### config.mk
export PLATFORM = sky130hd
export DESIGN_NAME = i2s_tx_flat
export DESIGN_NICKNAME = d
export VERILOG_FILES = /design/src/rtl/i2s_tx_if.sv /design/src/rtl/i2s_tx.sv /design/src/flat_wrapper.sv
export SDC_FILE = /design/constraint.sdc
export NUM_CORES = 1
export LEC_CHECK = 0
export CAP_MARGIN = 25
export CORE_MARGIN = 2
export CORE_UTILIZATION = 45
export CTS_CLUSTER_SIZE = 14
export DETAILED_ROUTE_END_ITERATION = 8
export PLACE_DENSITY_LB_ADDON = 0.25
export SETUP_SLACK_MARGIN = 0.15
export SYNTH_ARGS = -nofsm -noshare
export SYNTH_HDL_FRONTEND = slang
export SYNTH_SLANG_ARGS = --single-unit
### constraint.sdc
create_clock -name clk -period 10.5 [get_ports clk]
set_clock_uncertainty 0.1 [all_clocks]
set_input_delay 3.15 -clock clk [delete_from_list [all_inputs] [get_ports clk]]
set_output_delay 3.15 -clock clk [all_outputs]
set_load 0.01 [all_outputs]
### src/rtl/i2s_tx_if.sv
// Sample-pair handshake and I2S wire bundle between a sample source and the i2s_tx master.
// The master modport drives samples; the slave modport (the transmitter) drives the I2S wires.
interface i2s_tx_if #(
  parameter int DATA_WIDTH = 24
);
  logic [DATA_WIDTH-1:0] left_in;
  logic [DATA_WIDTH-1:0] right_in;
  logic                  in_valid;
  logic                  in_ready;
  logic                  bclk;
  logic                  ws;
  logic                  sdata;
  logic                  frame_start;
  logic                  underrun;

  modport master (
    output left_in, right_in, in_valid,
    input  in_ready, bclk, ws, sdata, frame_start, underrun
  );

  modport slave (
    input  left_in, right_in, in_valid,
    output in_ready, bclk, ws, sdata, frame_start, underrun
  );
endinterface

### src/rtl/i2s_tx.sv
// I2S master transmitter: derives BCLK/WS from clk and shifts 24-bit stereo pairs out MSB-first,
// fed through a single-entry holding buffer that is committed to the wire once per frame.
module i2s_tx #(
  parameter int DATA_WIDTH = 24,
  parameter int SLOT_WIDTH = 32,
  parameter int BCLK_HALF  = 4,
  parameter int DATA_DELAY = 1
) (
  input  logic    clk,
  input  logic    rst,
  i2s_tx_if.slave i2s
);
  localparam int FRAME_BITS = 2 * SLOT_WIDTH;
  localparam int IDX_W      = $clog2(FRAME_BITS);
  localparam int HC_W       = $clog2(BCLK_HALF);

  localparam logic [IDX_W-1:0] LAST_IDX  = IDX_W'(FRAME_BITS - 1);
  localparam logic [IDX_W-1:0] SLOT_IDX  = IDX_W'(SLOT_WIDTH);
  localparam logic [IDX_W-1:0] DELAY_IDX = IDX_W'(DATA_DELAY);
  localparam logic [IDX_W-1:0] DW_IDX    = IDX_W'(DATA_WIDTH);
  localparam logic [HC_W-1:0]  HALF_LAST = HC_W'(BCLK_HALF - 1);

  logic [HC_W-1:0]       r_half_cnt;
  logic                  r_bclk;
  logic                  r_ws;
  logic                  r_sdata;
  logic                  r_frame_start;
  logic                  r_underrun;
  logic [IDX_W-1:0]      r_bit_idx;
  logic                  r_hold_full;
  logic [DATA_WIDTH-1:0] r_hold_l;
  logic [DATA_WIDTH-1:0] r_hold_r;
  logic [DATA_WIDTH-1:0] r_left_sr;
  logic [DATA_WIDTH-1:0] r_right_sr;

  logic                  w_half_wrap;
  logic                  w_bit_fall;
  logic                  w_frame;
  logic                  w_accept;
  logic                  w_hold_release;
  logic [IDX_W-1:0]      w_idx_next;
  logic                  w_ws_next;
  logic [IDX_W-1:0]      w_pos;
  logic [IDX_W-1:0]      w_off;
  logic                  w_in_data;
  logic [DATA_WIDTH-1:0] w_left_next;
  logic [DATA_WIDTH-1:0] w_right_next;
  logic [DATA_WIDTH-1:0] w_sample;
  logic [DATA_WIDTH-1:0] w_shifted;
  logic                  w_sdata_next;

  assign w_half_wrap = (r_half_cnt == HALF_LAST);
  assign w_bit_fall  = w_half_wrap & r_bclk;
  assign w_idx_next  = (r_bit_idx == LAST_IDX) ? '0 : r_bit_idx + 1'b1;
  assign w_frame     = w_bit_fall & (r_bit_idx == LAST_IDX);
  assign w_accept    = i2s.in_valid & ~r_hold_full;
  // Buffer is released one cycle after a loading frame_start so in_ready rises after the pulse.
  assign w_hold_release = r_frame_start & ~r_underrun;

  // Shift registers seen by the bit being launched, so DATA_DELAY=0 can emit the fresh MSB at once.
  assign w_left_next  = w_frame ? (r_hold_full ? r_hold_l : '0) : r_left_sr;
  assign w_right_next = w_frame ? (r_hold_full ? r_hold_r : '0) : r_right_sr;

  // Offsets before the data window wrap to large values, so one compare covers both edges.
  assign w_ws_next    = (w_idx_next >= SLOT_IDX);
  assign w_pos        = w_ws_next ? (w_idx_next - SLOT_IDX) : w_idx_next;
  assign w_off        = w_pos - DELAY_IDX;
  assign w_in_data    = (w_off < DW_IDX);
  assign w_sample     = w_ws_next ? w_right_next : w_left_next;
  assign w_shifted    = w_sample << w_off;
  assign w_sdata_next = w_in_data & w_shifted[DATA_WIDTH-1];

  always_ff @(posedge clk or posedge rst) begin
    if (rst) begin
      r_half_cnt    <= '0;
      r_bclk        <= 1'b0;
      r_ws          <= 1'b1;
      r_sdata       <= 1'b0;
      r_frame_start <= 1'b0;
      r_underrun    <= 1'b0;
      r_bit_idx     <= LAST_IDX;
      r_hold_full   <= 1'b0;
      r_hold_l      <= '0;
      r_hold_r      <= '0;
      r_left_sr     <= '0;
      r_right_sr    <= '0;
    end else begin
      r_half_cnt    <= w_half_wrap ? '0 : r_half_cnt + 1'b1;
      r_frame_start <= w_frame;
      r_underrun    <= w_frame & ~r_hold_full;
      if (w_half_wrap) begin
        r_bclk <= ~r_bclk;
      end
      if (w_bit_fall) begin
        r_bit_idx <= w_idx_next;
        r_ws      <= w_ws_next;
        r_sdata   <= w_sdata_next;
      end
      if (w_frame) begin
        r_left_sr  <= w_left_next;
        r_right_sr <= w_right_next;
      end
      if (w_accept) begin
        r_hold_full <= 1'b1;
        r_hold_l    <= i2s.left_in;
        r_hold_r    <= i2s.right_in;
      end else if (w_hold_release) begin
        r_hold_full <= 1'b0;
      end
    end
  end

  assign i2s.in_ready    = ~r_hold_full;
  assign i2s.bclk        = r_bclk;
  assign i2s.ws          = r_ws;
  assign i2s.sdata       = r_sdata;
  assign i2s.frame_start = r_frame_start;
  assign i2s.underrun    = r_underrun;
endmodule

### src/flat_wrapper.sv
// flat-port wrapper written by rule: the top's interface ports become plain ports
module i2s_tx_flat 
#(
  parameter int DATA_WIDTH = 24,
  parameter int SLOT_WIDTH = 32,
  parameter int BCLK_HALF  = 4,
  parameter int DATA_DELAY = 1
)
  (clk, rst, i2s_left_in, i2s_right_in, i2s_in_valid, i2s_in_ready, i2s_bclk, i2s_ws, i2s_sdata, i2s_frame_start, i2s_underrun);
  i2s_tx_if #(.DATA_WIDTH(DATA_WIDTH)) i2s_i ();
  input  logic clk;
  input  logic rst;
  input wire logic [$bits(i2s_i.left_in)-1:0] i2s_left_in;
  input wire logic [$bits(i2s_i.right_in)-1:0] i2s_right_in;
  input wire logic [$bits(i2s_i.in_valid)-1:0] i2s_in_valid;
  output wire logic [$bits(i2s_i.in_ready)-1:0] i2s_in_ready;
  output wire logic [$bits(i2s_i.bclk)-1:0] i2s_bclk;
  output wire logic [$bits(i2s_i.ws)-1:0] i2s_ws;
  output wire logic [$bits(i2s_i.sdata)-1:0] i2s_sdata;
  output wire logic [$bits(i2s_i.frame_start)-1:0] i2s_frame_start;
  output wire logic [$bits(i2s_i.underrun)-1:0] i2s_underrun;
  assign i2s_i.left_in = i2s_left_in;
  assign i2s_i.right_in = i2s_right_in;
  assign i2s_i.in_valid = i2s_in_valid;
  assign i2s_in_ready = i2s_i.in_ready;
  assign i2s_bclk = i2s_i.bclk;
  assign i2s_ws = i2s_i.ws;
  assign i2s_sdata = i2s_i.sdata;
  assign i2s_frame_start = i2s_i.frame_start;
  assign i2s_underrun = i2s_i.underrun;
  i2s_tx #(.DATA_WIDTH(DATA_WIDTH), .SLOT_WIDTH(SLOT_WIDTH), .BCLK_HALF(BCLK_HALF), .DATA_DELAY(DATA_DELAY)) u_core (.clk(clk), .rst(rst), .i2s(i2s_i));
endmodule
==> metrics.yaml, run 1 <==
status: "complete, no violations"
syn_area_mm2: 0.00502
grt_util_all_layers_pct: 18.0
synth_seq_cells: 110
synth_warnings: 0
synth_area_leaders: "dfrtp_1, mux2_2, nand2_1"
dieArea_mm2: 0.0120
synth_top_cell_area_share_pct: 51.4
synthXorXnorAreaFrac_pct: 0.698
reg2reg_slack_ns: 6.25
die_h_um: 110
end_kind: "output pin"
insertion_delay_ns: 0.36
hold_path_depth: 1
placed_cells: 630
min_period_ns: 4.67
portBuffers: 56
diodes: 0
synthMuxAreaShare_pct: 15.1
routedWlPerCell_um: 15.4
gp_congestion: 0.847
grt_pass1_vias: 3563
cts_buffers: 9
place_hpwl_um: 6510
syn_area_per_cell_um2: 10.8
relSlewSlack_pct: 34.7
clock-sinks: 110
clk_path_buf_depth: 2
fmax_mhz: 214
overflow: 0
hold_end: "u_core.r_half_cnt[0]$_DFF_PP0_"
worstReg2RegEnd: "u_core.i2s.sdata$_DFFE_PP0P_"
areaGrowthSynthToFinish_pct: 15.7
drt_wl_total_um: 9970
hold_violations: 0
yosys.area.top_type: "dfrtp_1"
crit_type: "flop to output pin"
worst-r2r-cell-count: 11
synth_ff_type: "dfrtp_1"
dr_total_vias: 3540
synth_top_family_by_area: "multiplexers"
synth_seq_area_share_pct: 55.0
crit_family: "flip-flops"
via_per_inst: 5.48
ioPinCount: 57
worst_pin_slew_ns: 0.975
grt_max_degree: 72
fin_setup_tns_ns: 0
synth_cells: 463
rows: 38
synthAdderAreaFrac_pct: 0.748
crit_path_cell_trace: "clkdlybuf4s50_1"
cp_data_arrival_time_ns: 1.42
cts-resized-gates: 0
postRouteAntennaNets: 0
dr.pass1.iters: 4
drtIter0Drc: 106
hold_slack_ns: 0.344
post_cts_buffers: 0
root_buffer: "clkbuf_8"
syn-num-nets: 517
drive_above_1_share_pct: 19.0
setup_ws_ns: 5.83
start_util_pct: 46.3
drc: 0
nets: 555
async_flop_share_pct: 100
cp_num_buf_inv: 1
crit_required_ns: 7.25
peakVddDrop_mv: 0.0893
cts_tree: "yes"
leakagePower_nw: 2.59
post-route-period-util_pct: 44.5
synthTopCellsByCount: "dfrtp_1, nand2_1, o21ai_0"
hp-start: "u_core.r_half_cnt[0]$_DFF_PP0_"
cap_violations: 0
yosys.area_share.simple_pct: 13.7
fin_cells: 646
synth_edf_count: 0
cts_hold_buf: 0
cp_max_fo: 2
rsz0062_at_grt: "false"
report.final.slew_viol_count: 0
hp-class: "flop to flop"
grt_pass1_wl_um: 17000
finalSetupViolCount: 0
antenna_found_initial: 0
synth_cell_type_count: 51
r2r-start: "u_core.r_bit_idx[0]$_DFFE_PP1P_"
power_density_mw_per_mm2: 130
synth_most_common_cell: "dfrtp_1"
dp_slack_ns: 5.46
die_w_um: 110
max_stage_delay_ns: 0.54
synth_compound_area_share_pct: 10.7
htreeDepth: 3
slowest_stage: "dfstp_2"
core_area_mm2: 0.0108
startpoint_type: "flop"
clk_pin_slew_ns: 0.10
## per-layer routing
metal	share of wire, %	track usage [%]
met5	0	0
met1	45	23.9
met2	50	30.5
met4	0.82	4.97
met3	4.1	3.38
## layout make-up
| cell class | count | area (µm²) |
|---|---|---|
| fill | 1001 | 5030 |
| sequential | 110 | 2760 |
| multi-input combinational | 314 | 2070 |
| timing repair buffer | 61 | 598 |
| tap | 140 | 175 |
| clock buffer | 9 | 124 |
| clock inverter | 7 | 56.3 |
| inverter | 5 | 21.3 |
## state kept, by name, indices dropped and copies added (netlist names)
name / count
u_core.r_hold_l: 24
u_core.r_hold_r: 24
u_core.r_left_sr: 24
u_core.r_right_sr: 24
u_core.r_bit_idx: 6
u_core.r_half_cnt: 2
u_core.i2s.bclk: 1
u_core.i2s.frame_start: 1
u_core.i2s.sdata: 1
u_core.i2s.underrun: 1
u_core.i2s.ws: 1
u_core.r_hold_full: 1
## worst max path at each step
| stage | start | end | slack, ns | cells after the start |
|---|---|---|---|---|
| floorplan | rst | u_core.i2s.bclk$_DFFE_PP0N_ | 4.36 | 1 |
| global placement | rst | u_core.r_left_sr[13]$_DFFE_PP0N_ | 5.49 | 3 |
| detailed placement | rst | u_core.r_left_sr[7]$_DFFE_PP0N_ | 5.46 | 3 |
| CTS | u_core.i2s.ws$_DFFE_PP1P_ | i2s_ws | 5.81 | 1 |
| global route | rst | u_core.r_left_sr[6]$_DFFE_PP0N_ | 5.65 | 3 |
| finish | u_core.i2s.ws$_DFFE_PP1P_ | i2s_ws | 5.83 | 1 |
## cells in the final DEF (no fill, tap or decap), types with 3 or more instances in the layout
master / netlist / routed
clkbuf_8: 0 / 9
o21ai_0: 59 / 59
nand3_1: 38 / 38
a21oi_1: 8 / 8
xor2_1: 3 / 3
inv_1: 5 / 4
nand2_1: 84 / 84
dfrtp_1: 103 / 103
buf_4: 1 / 5
mux2i_1: 6 / 6
nor3_1: 3 / 3
mux2_2: 58 / 58
nor2_1: 7 / 7
dfstp_2: 7 / 7
ha_1: 3 / 3
o211ai_1: 4 / 4
clkdlybuf4s50_1: 0 / 56
## through the flow
stage	util (%)	total power (W)	instance area (µm²)
floorplan	-	0.000495	5020
global placement	51.9	0.000522	5630
detailed placement	51.9	0.000525	5630
CTS	53.6	0.000763	5810
global route	53.6	0.000787	5810
finish	53.6	0.000756	5810
## power breakdown
group          internal (W)  leakage, nW  switching (W)
sequential         0.000447         1.41      0.0000128
combinational     0.0000357         1.09      0.0000189
clock             0.0000900       0.0959       0.000151
## kinds of logic after synthesis
logic type	count (synthesis)
and+or+nand+nor	150
adders and majority gates	3
buffers and inverters	39
DFF	110
muxes	66
AOI/OAI and AO/OA	91
xor gates and xnor gates	4
Note: power is estimated with default switching activity, not from simulation.
==> run 2, diff against run 1 <==
Clock period 10.5 ns to 4.1 ns, I/O delays scaled along.
==> metrics.yaml, run 2 (synthesis gave the netlist of run 1 again) <==
status: "complete, no violations"
seqPwrFrac_pct: 59.0  # -1.9 points
num-fill-cells: 998  # -0.30%
cp_data_arrival_time_ns: 3.50  # +2.08 ns
fmax_mhz: 306
relSlewSlack_pct: 37.6  # +2.8 points
crit_type: "flop to flop"
busiest_layer: "met2"
internal_power_w: 0.00155  # +170%
routedWlPerCell_um: 15.7  # +1.6%
placed_cells: 636  # +0.95%
grt_util_all_layers_pct: 19.4  # +1.4 points
cp_max_fo: 25  # +23
fin_cells: 652  # +0.93%
hold_path_depth: 1  # unchanged
nets: 561  # +1.1%
grt_use_met2_pct: 31.2  # +0.71 points
final_cell_mix: "dfrtp_1, nand2_1, o21ai_0, mux2_2, clkdlybuf4s50_1"
cts-resized-gates: 0  # unchanged
dieArea_mm2: 0.0120  # unchanged
grt_pass1_vias: 3657  # +2.6%
met1_usage_pct: 26.3  # +2.4 points
final_common_cell: "dfrtp_1"
areaGrowthSynthToFinish_pct: 17.8
p_sw_share_pct: 22.7  # -1.5 points
overflow: 0  # unchanged
hold_end: "u_core.r_half_cnt[0]$_DFF_PP0_"
htreeDepth: 3  # unchanged
worstReg2RegEnd: "u_core.i2s.sdata$_DFFE_PP0P_"
rsz0062_at_grt: "false"
peakVddDrop_mv: 0.207  # +130%
cts_tree: "yes"
pwr-share-comb_pct: 7.2  # about the same
cts_buffers: 9  # unchanged
worst-r2r-cell-count: 9  # -2
antenna_found_initial: 0  # unchanged
grt_pass1_wl_um: 18000  # +6.3%
postRouteAntennaNets: 0  # unchanged
power_density_mw_per_mm2: 338  # +160%
drive_above_1_share_pct: 19.7  # +0.75 points
core_area_mm2: 0.0108  # unchanged
hp-class: "flop to flop"
via_per_inst: 5.43  # -0.92%
hp-start: "u_core.r_half_cnt[0]$_DFF_PP0_"
power.switching_w: 0.000453  # +150%
drt_wl_total_um: 10200  # +2.6%
leakagePower_nw: 2.63  # +1.4%
rows: 38  # unchanged
start_util_pct: 46.3  # unchanged
gp_congestion: 0.895  # +5.7%
fin_setup_tns_ns: 0  # unchanged
worst_pin_slew_ns: 0.933  # -0.0422 ns
clk_path_buf_depth: 2  # unchanged
min_period_ns: 3.27
post_cts_buffers: 0  # unchanged
ioPinCount: 57  # unchanged
startpoint_type: "flop"
dr.pass1.iters: 4  # unchanged
grt_max_degree: 50  # -31%
cts_hold_buf: 0  # unchanged
p_clk_share_pct: 33.8  # +1.9 points
r2r-start: "u_core.r_bit_idx[2]$_DFFE_PP1P_"
die_h_um: 110  # unchanged
report.final.slew_viol_count: 0  # unchanged
diodes: 0  # unchanged
die_w_um: 110  # unchanged
drc: 0  # unchanged
clock-sinks: 110  # unchanged
multi_input_area_mm2: 0.00207  # unchanged
portBuffers: 56  # unchanged
insertion_delay_ns: 0.39  # +0.03 ns
root_buffer: "clkbuf_8"
grtUsageMet3_pct: 5.33  # +2.0 points
place_hpwl_um: 7300  # +12%
cap_violations: 0  # unchanged
dr_total_vias: 3540  # unchanged
end_kind: "flop"
crit_required_ns: 4.33  # -2.92 ns
drtIter0Drc: 164  # +55%
clk_pin_slew_ns: 0.11  # about the same
seq_area_mm2: 0.00276  # unchanged
post-route-period-util_pct: 79.8
hold_violations: 0  # unchanged
finalSetupViolCount: 0  # unchanged
reg2reg_slack_ns: 0.83  # -5.42 ns
## run 2: cell count changes in the layout (fill, tap and decap cells not counted), moves of 2 or more
| cell | delta |
|---|---|
| buf_4 | +3 |
| clkinvlp_4 | +3 |
| buf_12 | +2 |
| clkinv_2 | -2 |
| clkinv_4 | -2 |
## run 2: stage by stage
stage / area [µm²] / setup slack [ns] / util [%] / total power [W] / hold slack, ns
6_report: 5910 / 0.829 / 54.5 / 0.00200 / 0.347
2_1_floorplan: 5020 / 1.27 / - / 0.00127 / 0.310
3_3_place_gp: 5690 / 0.710 / 52.5 / 0.00134 / 0.320
3_5_place_dp: 5710 / 0.899 / 52.6 / 0.00135 / 0.333
5_1_grt: 5910 / 0.493 / 54.5 / 0.00209 / 0.381
4_1_cts: 5910 / 0.860 / 54.5 / 0.00202 / 0.349
## run 2: area by class of cell
type,instances,share of cell area (%)
repair buffers,67,11.4
clock inverters,5,1.10
multi-input cells,314,35.0
flip-flops and latches,110,46.7
well taps,140,2.96
clock buffers,11,2.39
inverters,5,0.381
## run 2: worst max-delay path by stage
stage                                          startpoint                              end  slack, ns  cells past startpoint
after floorplan           u_core.r_bit_idx[1]$_DFFE_PP1P_     u_core.i2s.sdata$_DFFE_PP0P_       1.27                     13
after global placement    u_core.r_bit_idx[2]$_DFFE_PP1P_     u_core.i2s.sdata$_DFFE_PP0P_       0.71                      8
after detailed placement                     i2s_in_valid  u_core.r_hold_l[11]$_DFFE_PP0P_       0.90                      4
after CTS                 u_core.r_bit_idx[2]$_DFFE_PP1P_     u_core.i2s.sdata$_DFFE_PP0P_       0.86                      9
after global routing      u_core.r_bit_idx[2]$_DFFE_PP1P_     u_core.i2s.sdata$_DFFE_PP0P_       0.49                      9
final                     u_core.r_bit_idx[2]$_DFFE_PP1P_     u_core.i2s.sdata$_DFFE_PP0P_       0.83                      9
## run 2: power groups by stage
stage | Clock [W] | Sequential, W | Combinational [W]
after global routing | 0.000738 | 0.00119 | 0.000160
after floorplan | 0 | 0.00119 | 0.0000792
final | 0.000675 | 0.00118 | 0.000143
after CTS | 0.000694 | 0.00118 | 0.000147
after detailed placement | 0 | 0.00120 | 0.000147
after global placement | 0 | 0.00120 | 0.000142
## run 2: critical path, stage by stage, from the launching register on
cell	delay, ns
dfstp_2	0.76
nand4_4	0.35
or2_1	0.35
inv_1	0.44
nand3_1	0.19
and3_1	0.21
o32ai_1	0.25
a2111oi_0	0.12
o31ai_1	0.25
o211a_1	0.18
## run 2: layer usage
layer	wire [µm]	vias up
met5	0	-
met4	149	0
met3	454	11
met2	5040	64
met1	4590	1762
li1	-	1703
==> run 3, diff against run 2 <==
Clock period 4.1 ns to 3.4 ns, I/O delays scaled along.
==> metrics.yaml, run 3 (synthesis gave the netlist of run 1 again) <==
fmax_mhz: 336  # +10%
core_area_mm2: 0.0108  # unchanged
cts_tree: "yes"
die_w_um: 110  # unchanged
startpoint_type: "flop"
internal_power_w: 0.00177  # +14%
clk_pin_slew_ns: 0.10  # about the same
dieArea_mm2: 0.0120  # unchanged
overflow: 0  # unchanged
final_common_cell: "dfrtp_1"
clock-sinks: 110  # unchanged
dr.pass1.iters: 4  # unchanged
areaGrowthSynthToFinish_pct: 17.5
cp_data_arrival_time_ns: 3.15  # -0.35 ns
post-route-period-util_pct: 87.4  # +7.6 points
root_buffer: "clkbuf_8"
grt_max_degree: 111  # +120%
status: "complete, no violations"
grt_util_all_layers_pct: 18.7  # -0.73 points
worst_pin_slew_ns: 0.894  # -0.0393 ns
rows: 38  # unchanged
power.switching_w: 0.000562  # +24%
crit_required_ns: 3.57  # -0.76 ns
final_core_util_pct: 54.4  # -0.16 points
cts-resized-gates: 0  # unchanged
htreeDepth: 3  # unchanged
cts_hold_buf: 0  # unchanged
postRouteAntennaNets: 0  # unchanged
grt_pass1_wl_um: 17500  # -2.8%
end_kind: "flop"
insertion_delay_ns: 0.39  # about the same
total_power_w: 0.00233  # +17%
relSlewSlack_pct: 40.2  # +2.6 points
nets: 561  # unchanged
crit_type: "flop to flop"
place_hpwl_um: 6930  # -5.0%
start_util_pct: 46.3  # unchanged
drtIter0Drc: 190  # +16%
diodes: 0  # unchanged
die_h_um: 110  # unchanged
crit_path_cell_trace: "ha_2 -> xor2_1 -> nor3_1 -> a21bo_2 -> a311oi_1 -> or2_2 -> o221ai_1 -> a221o_1 -> o211a_1"
portBuffers: 56  # unchanged
max_stage_delay_ns: 0.65  # -0.11 ns
hp-class: "flop to flop"
final_cell_mix: "dfrtp_1, nand2_1, o21ai_0, mux2_2, clkdlybuf4s50_1"
drc: 0  # unchanged
leakagePower_nw: 2.62  # -0.50%
routedWlPerCell_um: 15.7  # about the same
seqPwrFrac_pct: 61.2  # +2.2 points
slowest_stage: "dfstp_2"
gp_congestion: 0.822  # -8.1%
peakVddDrop_mv: 0.331  # +60%
drt_wl_total_um: 10200  # about the same
grt_pass1_vias: 3600  # -1.6%
p_clk_share_pct: 31.4  # -2.4 points
finalSetupViolCount: 0  # unchanged
pwr-share-comb_pct: 7.4  # +0.2 points
ioPinCount: 57  # unchanged
drive_above_1_share_pct: 20.1  # +0.39 points
via_per_inst: 5.51  # +1.4%
power_density_mw_per_mm2: 395  # +17%
cap_violations: 0  # unchanged
hold_violations: 0  # unchanged
cts_buffers: 9  # unchanged
post_cts_buffers: 0  # unchanged
cp_max_fo: 12  # -52%
antenna_found_initial: 0  # unchanged
report.final.slew_viol_count: 0  # unchanged
rsz0062_at_grt: "false"
dr_total_vias: 3591  # +1.4%
clk_path_buf_depth: 2  # unchanged
p_sw_share_pct: 24.1  # +1.4 points
min_period_ns: 2.97  # -0.299 ns
fin_setup_tns_ns: 0  # unchanged
-- run 3: cell count changes in the layout (fill, tap and decap cells not counted) --
cell / before / now
clkinv_4: 0 / 2
buf_12: 2 / 3
buf_8: 1 / 0
bufinv_16: 1 / 0
clkbuf_1: 1 / 0
clkbuf_8: 10 / 9
clkinv_2: 0 / 1
ha_1: 3 / 2
ha_2: 0 / 1
-- run 3: layer usage --
layer  vias up  global-route usage (%)  part of all wire (%)
li1       1705                       -                     -
met1      1809                    25.0                    45
met2        65                    30.7                    50
met3        12                    3.97                   3.8
met4         0                    5.52                   1.3
met5         -                       0                     0
-- run 3: path summary, 6_finish.rpt --
kind	from	end	slack (ns)	cells past startpoint
max in group asynchronous	rst	u_core.r_bit_idx[2]$_DFFE_PP1P_	1.73	3
min reg2reg	u_core.r_half_cnt[0]$_DFF_PP0_	u_core.r_half_cnt[0]$_DFF_PP0_	0.35	1
max reg2reg	u_core.r_bit_idx[0]$_DFFE_PP1P_	u_core.i2s.sdata$_DFFE_PP0P_	0.43	9
min	u_core.r_half_cnt[0]$_DFF_PP0_	u_core.r_half_cnt[0]$_DFF_PP0_	0.35	1
min in group asynchronous	rst	u_core.r_left_sr[13]$_DFFE_PP0N_	1.05	3
max	u_core.r_bit_idx[0]$_DFFE_PP1P_	u_core.i2s.sdata$_DFFE_PP0P_	0.43	9
-- run 3: cell type report --
| type | instances | area [µm²] |
|---|---|---|
| Fill cell | 972 | 4950 |
| Sequential cell | 110 | 2760 |
| Multi-Input combinational cell | 314 | 2070 |
| Timing Repair Buffer | 67 | 681 |
| Tap cell | 140 | 175 |
| Clock buffer | 9 | 124 |
| Clock inverter | 7 | 57.6 |
| Inverter | 5 | 22.5 |
-- run 3: critical path, delay by kind of cell, from the launching register on --
family | cells | cell delay (ns)
xor gates and xnor gates | 1 | 0.24
adders and majority gates | 1 | 0.33
DFF | 1 | 0.65
and+or+nand+nor | 2 | 0.29
AOI/OAI and AO/OA | 5 | 1.26
-- run 3: power by group through the flow --
stage	Sequential, W	Combinational (W)	Clock, W
floorplan	0.00143	0.0000955	0
global placement	0.00145	0.000169	0
detailed placement	0.00145	0.000176	0
CTS	0.00143	0.000176	0.000759
global route	0.00144	0.000191	0.000807
finish	0.00143	0.000172	0.000733
-- run 3: through the flow --
| stage | instance area [µm²] | instances | hold WS [ns] | setup slack, ns |
|---|---|---|---|---|
| after floorplan | 5020 | 463 | 0.310 | 0.574 |
| after global placement | 5710 | 636 | 0.320 | 0.430 |
| after detailed placement | 5710 | 636 | 0.336 | 0.351 |
| after CTS | 5890 | 652 | 0.351 | 0.339 |
| after global routing | 5890 | 652 | 0.365 | 0.227 |
| final | 5890 | 652 | 0.345 | 0.428 |
